==> src/rtl/alu_pkg.sv <==
// +--------------------------------------------------------------------------+
// | alu_pkg : ALU control encoding and default datapath width                |
// | Revision: 1.0                                                            |
// +--------------------------------------------------------------------------+
`default_nettype none

package alu_pkg;

  localparam int DEFAULT_WIDTH = 32;

  localparam logic [1:0] ALU_ADD = 2'b00;
  localparam logic [1:0] ALU_AND = 2'b01;
  localparam logic [1:0] ALU_OR  = 2'b10;
  localparam logic [1:0] ALU_SUB = 2'b11;

endpackage : alu_pkg

`default_nettype wire

==> src/rtl/alu_arbiter_if.sv <==
// +--------------------------------------------------------------------------+
// | alu_arbiter_if : two requester channels and one response channel         |
// | Revision: 1.0                                                            |
// +--------------------------------------------------------------------------+
`default_nettype none

interface alu_arbiter_if #(
  parameter int WIDTH = alu_pkg::DEFAULT_WIDTH
);

  logic             req0_valid;
  logic             req0_ready;
  logic [1:0]       req0_ctl;
  logic [WIDTH-1:0] req0_a;
  logic [WIDTH-1:0] req0_b;

  logic             req1_valid;
  logic             req1_ready;
  logic [1:0]       req1_ctl;
  logic [WIDTH-1:0] req1_a;
  logic [WIDTH-1:0] req1_b;

  logic             rsp_valid;
  logic             rsp_ready;
  logic             rsp_id;
  logic [WIDTH-1:0] rsp_result;
  logic             rsp_zero;

  // Requesters and response consumer
  modport master (
    output req0_valid, req0_ctl, req0_a, req0_b,
    input  req0_ready,
    output req1_valid, req1_ctl, req1_a, req1_b,
    input  req1_ready,
    input  rsp_valid, rsp_id, rsp_result, rsp_zero,
    output rsp_ready
  );

  // Arbiter side
  modport slave (
    input  req0_valid, req0_ctl, req0_a, req0_b,
    output req0_ready,
    input  req1_valid, req1_ctl, req1_a, req1_b,
    output req1_ready,
    output rsp_valid, rsp_id, rsp_result, rsp_zero,
    input  rsp_ready
  );

endinterface : alu_arbiter_if

`default_nettype wire

==> src/rtl/alu_core.sv <==
// +--------------------------------------------------------------------------+
// | alu_core : combinational add/and/or/sub with zero flag                   |
// | Revision: 1.0                                                            |
// +--------------------------------------------------------------------------+
`default_nettype none

module alu_core
  import alu_pkg::*;
#(
  parameter int WIDTH = DEFAULT_WIDTH
) (
  input  logic [1:0]       ctl_i,
  input  logic [WIDTH-1:0] a_i,
  input  logic [WIDTH-1:0] b_i,
  output logic [WIDTH-1:0] result_o,
  output logic             zero_o
);

  // Carry/borrow is intentionally dropped: results wrap modulo 2^WIDTH.
  always_comb begin
    result_o = '0;
    case (ctl_i)
      ALU_ADD: result_o = a_i + b_i;
      ALU_AND: result_o = a_i & b_i;
      ALU_OR:  result_o = a_i | b_i;
      ALU_SUB: result_o = a_i - b_i;
      default: result_o = '0;
    endcase
  end

  assign zero_o = (result_o == '0);

endmodule : alu_core

`default_nettype wire

==> src/rtl/alu_arbiter.sv <==
// +--------------------------------------------------------------------------+
// | alu_arbiter : round-robin share of one ALU, registered response slot     |
// | Revision: 1.0                                                            |
// +--------------------------------------------------------------------------+
`default_nettype none

module alu_arbiter
  import alu_pkg::*;
#(
  parameter int WIDTH = DEFAULT_WIDTH
) (
  input  logic         clk,
  input  logic         rst_n,
  alu_arbiter_if.slave bus
);

  logic             rsp_valid_q,  rsp_valid_d;
  logic             rsp_id_q,     rsp_id_d;
  logic [WIDTH-1:0] rsp_result_q, rsp_result_d;
  logic             rsp_zero_q,   rsp_zero_d;
  logic             last_q,       last_d;

  logic             can_accept;
  logic             grant;
  logic             any_valid;
  logic             xfer;
  logic [1:0]       sel_ctl;
  logic [WIDTH-1:0] sel_a;
  logic [WIDTH-1:0] sel_b;
  logic [WIDTH-1:0] alu_result;
  logic             alu_zero;

  assign can_accept = !rsp_valid_q || bus.rsp_ready;
  assign any_valid  = bus.req0_valid || bus.req1_valid;

  // Contested cycle goes to whoever was not granted last time.
  always_comb begin
    grant = 1'b0;
    if (bus.req0_valid && bus.req1_valid) begin
      grant = ~last_q;
    end else if (bus.req1_valid) begin
      grant = 1'b1;
    end
  end

  assign bus.req0_ready = can_accept && (grant == 1'b0);
  assign bus.req1_ready = can_accept && (grant == 1'b1);
  assign xfer           = can_accept && any_valid;

  assign sel_ctl = grant ? bus.req1_ctl : bus.req0_ctl;
  assign sel_a   = grant ? bus.req1_a   : bus.req0_a;
  assign sel_b   = grant ? bus.req1_b   : bus.req0_b;

  alu_core #(
    .WIDTH (WIDTH)
  ) u_alu_core (
    .ctl_i    (sel_ctl),
    .a_i      (sel_a),
    .b_i      (sel_b),
    .result_o (alu_result),
    .zero_o   (alu_zero)
  );

  always_comb begin
    rsp_valid_d  = rsp_valid_q;
    rsp_id_d     = rsp_id_q;
    rsp_result_d = rsp_result_q;
    rsp_zero_d   = rsp_zero_q;
    last_d       = last_q;
    if (xfer) begin
      rsp_valid_d  = 1'b1;
      rsp_id_d     = grant;
      rsp_result_d = alu_result;
      rsp_zero_d   = alu_zero;
      last_d       = grant;
    end else if (bus.rsp_ready) begin
      rsp_valid_d  = 1'b0;
    end
  end

  // last resets to 1 so requester 0 wins the first contested cycle.
  always_ff @(posedge clk or negedge rst_n) begin
    if (!rst_n) begin
      rsp_valid_q  <= 1'b0;
      rsp_id_q     <= 1'b0;
      rsp_result_q <= '0;
      rsp_zero_q   <= 1'b0;
      last_q       <= 1'b1;
    end else begin
      rsp_valid_q  <= rsp_valid_d;
      rsp_id_q     <= rsp_id_d;
      rsp_result_q <= rsp_result_d;
      rsp_zero_q   <= rsp_zero_d;
      last_q       <= last_d;
    end
  end

  assign bus.rsp_valid  = rsp_valid_q;
  assign bus.rsp_id     = rsp_id_q;
  assign bus.rsp_result = rsp_result_q;
  assign bus.rsp_zero   = rsp_zero_q;

endmodule : alu_arbiter

`default_nettype wire
==> src/flat_wrapper.sv <==
// flat-port wrapper written by rule: the top's interface ports become plain ports
module alu_arbiter_flat import alu_pkg::*;
#(
  parameter int WIDTH = DEFAULT_WIDTH
)
  (clk, rst_n, bus_req0_valid, bus_req0_ctl, bus_req0_a, bus_req0_b, bus_req0_ready, bus_req1_valid, bus_req1_ctl, bus_req1_a, bus_req1_b, bus_req1_ready, bus_rsp_valid, bus_rsp_id, bus_rsp_result, bus_rsp_zero, bus_rsp_ready);
  alu_arbiter_if #(.WIDTH(WIDTH)) bus_i ();
  input  logic clk;
  input  logic rst_n;
  input wire logic [$bits(bus_i.req0_valid)-1:0] bus_req0_valid;
  input wire logic [$bits(bus_i.req0_ctl)-1:0] bus_req0_ctl;
  input wire logic [$bits(bus_i.req0_a)-1:0] bus_req0_a;
  input wire logic [$bits(bus_i.req0_b)-1:0] bus_req0_b;
  output wire logic [$bits(bus_i.req0_ready)-1:0] bus_req0_ready;
  input wire logic [$bits(bus_i.req1_valid)-1:0] bus_req1_valid;
  input wire logic [$bits(bus_i.req1_ctl)-1:0] bus_req1_ctl;
  input wire logic [$bits(bus_i.req1_a)-1:0] bus_req1_a;
  input wire logic [$bits(bus_i.req1_b)-1:0] bus_req1_b;
  output wire logic [$bits(bus_i.req1_ready)-1:0] bus_req1_ready;
  output wire logic [$bits(bus_i.rsp_valid)-1:0] bus_rsp_valid;
  output wire logic [$bits(bus_i.rsp_id)-1:0] bus_rsp_id;
  output wire logic [$bits(bus_i.rsp_result)-1:0] bus_rsp_result;
  output wire logic [$bits(bus_i.rsp_zero)-1:0] bus_rsp_zero;
  input wire logic [$bits(bus_i.rsp_ready)-1:0] bus_rsp_ready;
  assign bus_i.req0_valid = bus_req0_valid;
  assign bus_i.req0_ctl = bus_req0_ctl;
  assign bus_i.req0_a = bus_req0_a;
  assign bus_i.req0_b = bus_req0_b;
  assign bus_req0_ready = bus_i.req0_ready;
  assign bus_i.req1_valid = bus_req1_valid;
  assign bus_i.req1_ctl = bus_req1_ctl;
  assign bus_i.req1_a = bus_req1_a;
  assign bus_i.req1_b = bus_req1_b;
  assign bus_req1_ready = bus_i.req1_ready;
  assign bus_rsp_valid = bus_i.rsp_valid;
  assign bus_rsp_id = bus_i.rsp_id;
  assign bus_rsp_result = bus_i.rsp_result;
  assign bus_rsp_zero = bus_i.rsp_zero;
  assign bus_i.rsp_ready = bus_rsp_ready;
  alu_arbiter #(.WIDTH(WIDTH)) u_core (.clk(clk), .rst_n(rst_n), .bus(bus_i));
endmodule
==> config.mk <==
export PLATFORM = sky130hd
export DESIGN_NAME = alu_arbiter_flat
export DESIGN_NICKNAME = d
export VERILOG_FILES = /design/src/rtl/alu_pkg.sv /design/src/rtl/alu_arbiter_if.sv /design/src/rtl/alu_core.sv /design/src/rtl/alu_arbiter.sv /design/src/flat_wrapper.sv
export SDC_FILE = /design/constraint.sdc
export NUM_CORES = 1
export LEC_CHECK = 0
export CAP_MARGIN = 20
export CORE_MARGIN = 3
export CORE_UTILIZATION = 40
export CTS_BUF_LIST = sky130_fd_sc_hd__clkbuf_4
export CTS_CLUSTER_SIZE = 40
export DETAILED_ROUTE_END_ITERATION = 8
export GPL_ROUTABILITY_DRIVEN = 0
export GPL_TIMING_DRIVEN = 0
export PLACE_DENSITY = 0.73
export SYNTH_ARGS = -nofsm -noshare
export SYNTH_HDL_FRONTEND = slang
export SYNTH_SLANG_ARGS = --single-unit
==> constraint.sdc <==
create_clock -name clk -period 16.35 [get_ports clk]
set_input_delay 1.635 -clock clk [delete_from_list [all_inputs] [get_ports clk]]
set_output_delay 1.635 -clock clk [all_outputs]
set_load 0.1 [all_outputs]
==> out/qor.yml, run 1 <==
routed_via_density: 6.09
syn_inst: 901
fin_worst_skew_ns: 0.0124
drt_iter0_markers: 812
clock_latency_ns: 0.34
avgSynthCellArea_um2: 6.98
synth.distinct_cells: 79
routed_wirelength_um: 25300
synth_ff_type: "dfrtp_1"
clk_path_buf_depth: 2
postCtsResizedCells: 0
tns_ns: 0
post-cts-setup-buffers: 0
max-slew-margin-rel_pct: 33.4
powerDensity_mw_per_mm2: 110
worstPathArrival_ns: 10.69
synthArstFlopShare_pct: 100
synth_edf_count: 0
cp-end-kind: "flop"
period_needed_ns: 10.46
yosys_warnings: 0
final_cell_mix: "172 x clkdlybuf4s50_1, 155 x nand2_1, 65 x nor2_1"
cp_common_cell: "buf_1"
drcViolationCount: 0
grt_pass1_wl_um: 39300
final_core_util_pct: 54.4
crit_slowest_cell: "a21boi_1"
power_w: 0.000919
dr.pass1.iters: 6
syn-num-nets: 1076
synth_area_mm2: 0.00629
cp-start-kind: "input port"
syn2layout_area_growth_pct: 32.5
drv_slew: 0
max_stage_delay_ns: 0.62
tightestPinTransition_ns: 0.995
wire_per_inst_um: 19.6
clk_pin_slew_ns: 0.11
grt_pass1_vias: 7684
rsz0062_at_grt: "no"
hpwl_um: 20500
ant_nets: 0
port_buffers: 173
vias: 7869
layout_commonest_cell: "clkdlybuf4s50_1"
dieHeight_um: 131
status: "complete, no violations"
dieArea_mm2: 0.0173
die_w_um: 131
core_region_area_mm2: 0.0153
yosys_register_bits: 36
drive_above_1_share_pct: 4.25
initial_core_util_pct: 41.1
fin_nets: 1256
fillers: 1503
diodes: 0
holdWs_ns: 0.482
ys_seq_area_share_pct: 14.3
finalSetupViolCount: 0
cts_root_buffer: "clkbuf_4"
ir_worst_vdd_uv: 99.5
antenna_found_initial: 0
grt-ovfl-total: 0
finalCritPeriodShare_pct: 64.0
worstPathRequired_ns: 16.58
ioPinCount: 174
cts_tree: "done"
max_freq_mhz: 95.6
drv_cap: 0
htreeDepth: 2
cts-hold-fix-buffers: 0
cts_sinks: 36
rows: 45
leakagePower_nw: 3.47
grt_max_degree: 37
critPathKind: "input port to flop"
hold_violations: 0
worstPathMaxFanout: 10
grt_usage_pct: 27.9
hold_path_class: "flop to flop"
cts_made_buffers: 5
worst max-delay path, delay by kind of cell:
family | cells | cell delay (ns)
buffers and inverters | 10 | 4.17
AOI/OAI and AO/OA | 8 | 2.35
and+or+nand+nor | 5 | 1.52
adders and majority gates | 2 | 0.82
xor gates and xnor gates | 1 | 0.19
metal layers:
metal  global-route usage [%]  routed length [µm]
met1                     35.1               10100
met2                     44.9               11200
met3                     5.47                2510
met4                     15.0                1460
met5                        0                   0
final timing paths:
path / start / end / slack [ns] / cells past startpoint
setup / recovery: bus_req1_valid / u_core.bus.rsp_zero / 5.89 / 26
setup reg to reg: u_core.last_q / u_core.bus.rsp_zero / 7.20 / 26
max in group asynchronous: rst_n / u_core.bus.rsp_result[20] / 14.47 / 1
hold / removal: u_core.bus.rsp_result[25] / u_core.bus.rsp_result[25] / 0.48 / 2
hold reg to reg: u_core.bus.rsp_result[25] / u_core.bus.rsp_result[25] / 0.48 / 2
min in group asynchronous: rst_n / u_core.bus.rsp_result[18] / 1.37 / 1
final cells by class:
| cell class | count | area (µm²) | share of cell area [%] |
|---|---|---|---|
| buffer | 58 | 277 | 3.32 |
| clock buffer | 6 | 45.0 | 0.540 |
| tap | 211 | 264 | 3.17 |
| clock inverter | 2 | 7.51 | 0.0901 |
| multi-input combinational | 781 | 5020 | 60.2 |
| timing repair buffer | 173 | 1730 | 20.7 |
| inverter | 26 | 97.6 | 1.17 |
| sequential | 36 | 902 | 10.8 |
sequential cells by signal, indices dropped and copies added (netlist names):
| name | cells |
|---|---|
| u_core.bus.rsp_result | 32 |
| u_core.bus.rsp_id | 1 |
| u_core.bus.rsp_valid | 1 |
| u_core.bus.rsp_zero | 1 |
| u_core.last_q | 1 |
stage by stage:
| stage | area, µm² | worst slack (ns) | std cells |
|---|---|---|---|
| after floorplan | 6290 | 8.60 | 901 |
| after global placement | 8290 | 5.93 | 1285 |
| after detailed placement | 8280 | 5.85 | 1285 |
| after CTS | 8340 | 6.18 | 1293 |
| after global routing | 8340 | 5.52 | 1293 |
| final | 8340 | 5.89 | 1293 |
cells in the mapped netlist (all sizes together), types with 3 or more instances:
library cell | number | area, µm²
or3 | 20 | 125
nor2b | 8 | 50.1
a311oi | 3 | 32.5
o21a | 5 | 37.5
o31ai | 10 | 75.1
a22oi | 5 | 37.5
clkbuf | 33 | 124
or4 | 6 | 45.0
inv | 26 | 97.6
nand2 | 155 | 582
a31o | 3 | 26.3
xor2 | 30 | 263
a221o | 4 | 40.0
nor3 | 48 | 240
o311ai | 9 | 78.8
ha | 37 | 463
o21ai | 58 | 290
nor2 | 65 | 244
nand2b | 7 | 43.8
mux2i | 44 | 457
a41oi | 5 | 70.1
o21bai | 3 | 22.5
nor4 | 4 | 25.0
a32oi | 3 | 26.3
dfrtp | 35 | 876
a21boi | 3 | 22.5
and2 | 10 | 62.6
o211a | 3 | 30.0
a211oi | 4 | 30.0
xnor2 | 23 | 201
and3 | 10 | 62.6
nand4 | 14 | 87.6
o2111ai | 4 | 41.3
mux2 | 6 | 67.6
nand3 | 37 | 185
a221oi | 15 | 138
a21oi | 64 | 347
buf | 25 | 153
a21o | 16 | 120
o211ai | 7 | 57.6
o41ai | 4 | 42.6
a31oi | 8 | 50.1
kinds of logic (layout without fill, tap and decap cells):
| family | after synthesis | after routing | share of synthesized area, % |
|---|---|---|---|
| XOR/XNOR | 53 | 53 | 7.38 |
| buffers and inverters | 84 | 265 | 5.95 |
| multiplexers | 50 | 50 | 8.33 |
| flip-flops | 36 | 36 | 14.3 |
| AO/OA/AOI/OAI | 250 | 250 | 27.7 |
| adder cells (fa/ha/maj) | 38 | 38 | 7.68 |
| AND/OR/NAND/NOR | 390 | 390 | 28.6 |
power breakdown:
group | internal, W | total [W] | switching, W
registers | 0.000119 | 0.000135 | 0.0000165
logic | 0.000228 | 0.000737 | 0.000508
clock network | 0.0000176 | 0.0000467 | 0.0000291
No activity file was read; power rests on OpenSTA's default activity.
==> inputs of run 2 (changes only) <==
--- a/config.mk
+++ b/config.mk
@@ -13,7 +13,7 @@
 export DETAILED_ROUTE_END_ITERATION = 8
 export GPL_ROUTABILITY_DRIVEN = 0
 export GPL_TIMING_DRIVEN = 0
-export PLACE_DENSITY = 0.73
+export PLACE_DENSITY = 0.75
 export SYNTH_ARGS = -nofsm -noshare
 export SYNTH_HDL_FRONTEND = slang
 export SYNTH_SLANG_ARGS = --single-unit
==> constraint.sdc (replaced) <==
create_clock -name clk -period 9.4 [get_ports clk]
set_input_delay 0.94 -clock clk [delete_from_list [all_inputs] [get_ports clk]]
set_output_delay 0.94 -clock clk [all_outputs]
set_load 0.1 [all_outputs]
==> out/qor.yml, run 2 (synthesized netlist as in run 1, its figures left out) <==
status: "complete, no violations"
cts_sinks: 36
ir_worst_vdd_uv: 236
hold_violations: 0
antenna_found_initial: 0
syn2layout_area_growth_pct: 32.3
cts_root_buffer: "clkbuf_4"
reg2reg_from: "u_core.last_q"
max-slew-margin-rel_pct: 33.6
grt_pass1_vias: 7910
routed_wirelength_um: 25200
dieHeight_um: 131
cp-start-kind: "input port"
worstPathMaxFanout: 19
tightestPinTransition_ns: 0.993
whs_path_depth: 2
fin_worst_skew_ns: 0.0119
die_w_um: 131
max_stage_delay_ns: 0.56
clock_latency_ns: 0.34
tns_ns: 0
placed_area_mm2: 0.00828
drv_cap: 0
clk_path_buf_depth: 2
grt_usage_pct: 28.3
met1_usage_pct: 34.7
critPathKind: "input port to flop"
initial_core_util_pct: 41.1
cp-startpoint: "bus_req0_valid"
final_cell_mix: "172 x clkdlybuf4s50_1, 155 x nand2_1, 65 x nor2_1"
r2r-end: "u_core.bus.rsp_zero"
ioPinCount: 174
grt_max_degree: 37
grt-ovfl-total: 0
power_w: 0.00160
dr.pass1.iters: 6
rsz0062_at_grt: "no"
layout_commonest_cell: "clkdlybuf4s50_1"
vias: 7857
drcViolationCount: 0
dieArea_mm2: 0.0173
grt_pass1_wl_um: 40100
worstPathArrival_ns: 9.18
htreeDepth: 2
top_usage_layer: "met2"
hpwl_um: 20700
ant_nets: 0
cts_tree: "done"
finalSetupViolCount: 0
cts_made_buffers: 5
met3_usage_pct: 6.55
reg2regPathDepth: 25
crit_slowest_cell: "buf_1"
worstPathRequired_ns: 9.64
fillers: 1497
fin_nets: 1253
rows: 45
drt_iter0_markers: 781
finalCritPeriodShare_pct: 95.0
leakagePower_nw: 3.47
routed_via_density: 6.09
cp-end-kind: "flop"
clk_pin_slew_ns: 0.11
fin_area_mm2: 0.00833
crit_end: "u_core.bus.rsp_zero"
use_met2_pct: 46.4
wire_per_inst_um: 19.6
hold_path_class: "flop to flop"
diodes: 0
period_needed_ns: 8.93
drv_slew: 0
port_buffers: 173
powerDensity_mw_per_mm2: 192
largest_reg_flops: 32
max_freq_mhz: 112
r2r_slack_ns: 1.02
core_region_area_mm2: 0.0153
drive_above_1_share_pct: 4.45
## run 2: final cells by class
type                    instances  area, µm²  area share [%]
plain buffers                  55        265            3.19
clock buffers                   5       37.5           0.451
inverters                      26       97.6            1.17
repair buffers                173       1730            20.7
clock inverters                 3       13.8           0.165
multi-input cells             781       5020            60.3
flip-flops and latches         36        902            10.8
well taps                     211        264            3.17
## run 2: where the power goes
part           internal (W)   total, W  switching, W
combinational      0.000397    0.00128      0.000885
clock             0.0000275  0.0000796     0.0000521
sequential         0.000207   0.000235     0.0000279
## run 2: per-stage QoR
| step | cells | utilization, % | setup slack [ns] | hold slack (ns) |
|---|---|---|---|---|
| after global routing | 1290 | 54.4 | 0.0337 | 0.517 |
| final | 1290 | 54.4 | 0.467 | 0.484 |
| after floorplan | 901 | - | 2.34 | 0.501 |
| after CTS | 1293 | 54.4 | 0.177 | 0.491 |
| after global placement | 1285 | 54.1 | -0.303 | 0.454 |
| after detailed placement | 1285 | 54.1 | -0.368 | 0.465 |
## run 2: critical path: cells and delay by family
family,cells,cell delay (ns)
buffers and inverters,10,3.83
AO/OA/AOI/OAI,8,1.85
XOR/XNOR,1,0.18
AND/OR/NAND/NOR,5,1.54
adder cells (fa/ha/maj),2,0.81
## run 2: worst min-delay path by stage
stage                                    startpoint                         to  slack (ns)
final                     u_core.bus.rsp_result[22]  u_core.bus.rsp_result[22]        0.48
after global routing      u_core.bus.rsp_result[26]  u_core.bus.rsp_result[26]        0.52
after CTS                 u_core.bus.rsp_result[28]  u_core.bus.rsp_result[28]        0.49
after detailed placement          u_core.bus.rsp_id          u_core.bus.rsp_id        0.46
after global placement    u_core.bus.rsp_result[22]  u_core.bus.rsp_result[22]        0.45
after floorplan                       u_core.last_q              u_core.last_q        0.50
## run 2: routing by layer
layer	part of all wire, %	up-vias
met5	0	-
met4	5.4	0
met3	10	100
met2	45	489
met1	40	3598
li1	-	3670
## run 2: timing repair
action,CTS,global route
hold buffers,0,0
setup endpoints to repair,1,2
setup buffers,0,0
resized for setup,1,0
==> inputs of run 3 (changes only) <==
--- a/config.mk
+++ b/config.mk
@@ -12,8 +12,7 @@
 export CTS_CLUSTER_SIZE = 40
 export DETAILED_ROUTE_END_ITERATION = 8
 export GPL_ROUTABILITY_DRIVEN = 0
-export GPL_TIMING_DRIVEN = 0
-export PLACE_DENSITY = 0.75
+export PLACE_DENSITY_LB_ADDON = 0.1
 export SYNTH_ARGS = -nofsm -noshare
 export SYNTH_HDL_FRONTEND = slang
 export SYNTH_SLANG_ARGS = --single-unit
==> out/qor.yml, run 3 (synthesized netlist as in run 1, its figures left out) <==
clk_path_buf_depth: 2
routed_via_density: 5.83
drive_above_1_share_pct: 4.07
period_needed_ns: 6.67
use_met2_pct: 45.0
ioPinCount: 174
layout_commonest_cell: "clkdlybuf4s50_1"
final_cell_mix: "172 x clkdlybuf4s50_1, 155 x nand2_1, 65 x nor2_1"
powerDensity_mw_per_mm2: 191
r2r-end: "u_core.bus.rsp_zero"
path_cells: "clkdlybuf4s50_1, a21bo_4, buf_4, mux2i_1, and3_1, nor2_1, xor2_1, ha_1, a21oi_1, o21bai_1, a21oi_1, o31ai_1, a41oi_4, xor2_1, a21oi_1, or4b_1, or4_1, o41ai_2"
critPathKind: "input port to flop"
port_buffers: 173
cp-startpoint: "bus_req0_valid"
worstPathRequired_ns: 9.65
crit_slowest_cell: "buf_4"
cp_top_family: "compound AO/OA/AOI/OAI gates"
initial_core_util_pct: 41.1
diodes: 0
r2r_slack_ns: 3.30
fin_worst_skew_ns: 0.00881
grt_usage_pct: 25.0
cp-end-kind: "flop"
crit_end: "u_core.bus.rsp_zero"
fin_nets: 1207
dr.pass1.iters: 5
finalSetupViolCount: 0
finalCritPeriodShare_pct: 71.0
path_buf_inv: 2
max_freq_mhz: 150
clock_latency_ns: 0.34
cts_root_buffer: "clkbuf_4"
core_region_area_mm2: 0.0153
status: "complete, no violations"
met1_usage_pct: 29.1
cp.depth: 18
leakagePower_nw: 3.40
hpwl_um: 17800
cp-start-kind: "input port"
dieHeight_um: 131
die_w_um: 131
cts_sinks: 36
max_stage_delay_ns: 0.71
ant_nets: 0
grt_max_degree: 61
htreeDepth: 2
tightestPinTransition_ns: 0.986
top_usage_layer: "met2"
hold_path_class: "flop to flop"
ir_worst_vdd_uv: 137
antenna_found_initial: 0
worstPathMaxFanout: 60
rows: 45
reg2reg_from: "u_core.last_q"
syn2layout_area_growth_pct: 29.5
drt_iter0_markers: 422
post-cts-setup-buffers: 0
drv_cap: 0
worstPathArrival_ns: 6.92
rsz0062_at_grt: "no"
vias: 7250
reg2regPathDepth: 17
drv_slew: 0
dieArea_mm2: 0.0173
grt-ovfl-total: 0
met3_usage_pct: 3.94
hold_violations: 0
cts_tree: "done"
largest_reg_flops: 32
cts_made_buffers: 5
postCtsResizedCells: 0
cp_common_cell: "a21oi_1"
cts-hold-fix-buffers: 0
holdWs_ns: 0.483
routed_wirelength_um: 22500
grt_pass1_wl_um: 35900
wire_per_inst_um: 18.1
max-slew-margin-rel_pct: 34.1
grt_pass1_vias: 6966
tns_ns: 0
clk_pin_slew_ns: 0.10
drcViolationCount: 0
-- run 3: changes by cell type in the layout (fill, tap and decap cells not counted), moves of 2 or more --
cell and change:
buf_1 -7, buf_2 -8, buf_4 +6, clkbuf_4 +2
clkinv_2 -2, buf_6 -5, clkbuf_1 -32
-- run 3: worst min-delay path: cells and delay by family (launching register included) --
family | cells | cell delay (ns)
DFF | 1 | 0.35
and+or+nand+nor | 2 | 0.10
-- run 3: through the flow --
stage | util, % | area (µm²) | power, W | setup slack [ns] | std cells
final | 53.2 | 8150 | 0.00156 | 2.73 | 1244
after global routing | 53.2 | 8150 | 0.00166 | 2.33 | 1244
after CTS | 53.2 | 8150 | 0.00156 | 2.76 | 1244
after detailed placement | 52.8 | 8090 | 0.00147 | 2.40 | 1236
after global placement | 52.8 | 8090 | 0.00147 | 2.54 | 1236
after floorplan | - | 6290 | 0.00115 | 2.34 | 901
-- run 3: cell type report --
type,count,area [µm²]
clock buffer,7,52.6
clock inverter,1,3.75
fill,1617,7170
inverter,26,97.6
multi-input combinational,781,5030
sequential,36,902
tap,211,264
timing repair buffer,182,1790
-- run 3: how the worst min path moves through the flow --
stage | cells after the start | slack (ns) | startpoint | endpoint
detailed placement | 2 | 0.46 | u_core.bus.rsp_result[22] | u_core.bus.rsp_result[22]
CTS | 2 | 0.49 | u_core.bus.rsp_result[22] | u_core.bus.rsp_result[22]
finish | 2 | 0.48 | u_core.bus.rsp_result[18] | u_core.bus.rsp_result[18]
global placement | 2 | 0.45 | u_core.bus.rsp_result[22] | u_core.bus.rsp_result[22]
global route | 2 | 0.51 | u_core.bus.rsp_result[22] | u_core.bus.rsp_result[22]
floorplan | 1 | 0.50 | u_core.last_q | u_core.last_q
-- run 3: power breakdown --
group	total (W)	internal, W	switching [W]
registers	0.000234	0.000207	0.0000277
logic	0.00124	0.000387	0.000854
clock network	0.0000851	0.0000345	0.0000506
-- run 3: per-layer routing --
metal / routed length, µm / part of all wire [%] / up-vias
met2: 11100 / 49 / 264
met4: 1190 / 5.3 / 0
met1: 9080 / 40 / 3347
li1: - / - / 3580
met5: 0 / 0 / -
met3: 1090 / 4.9 / 59
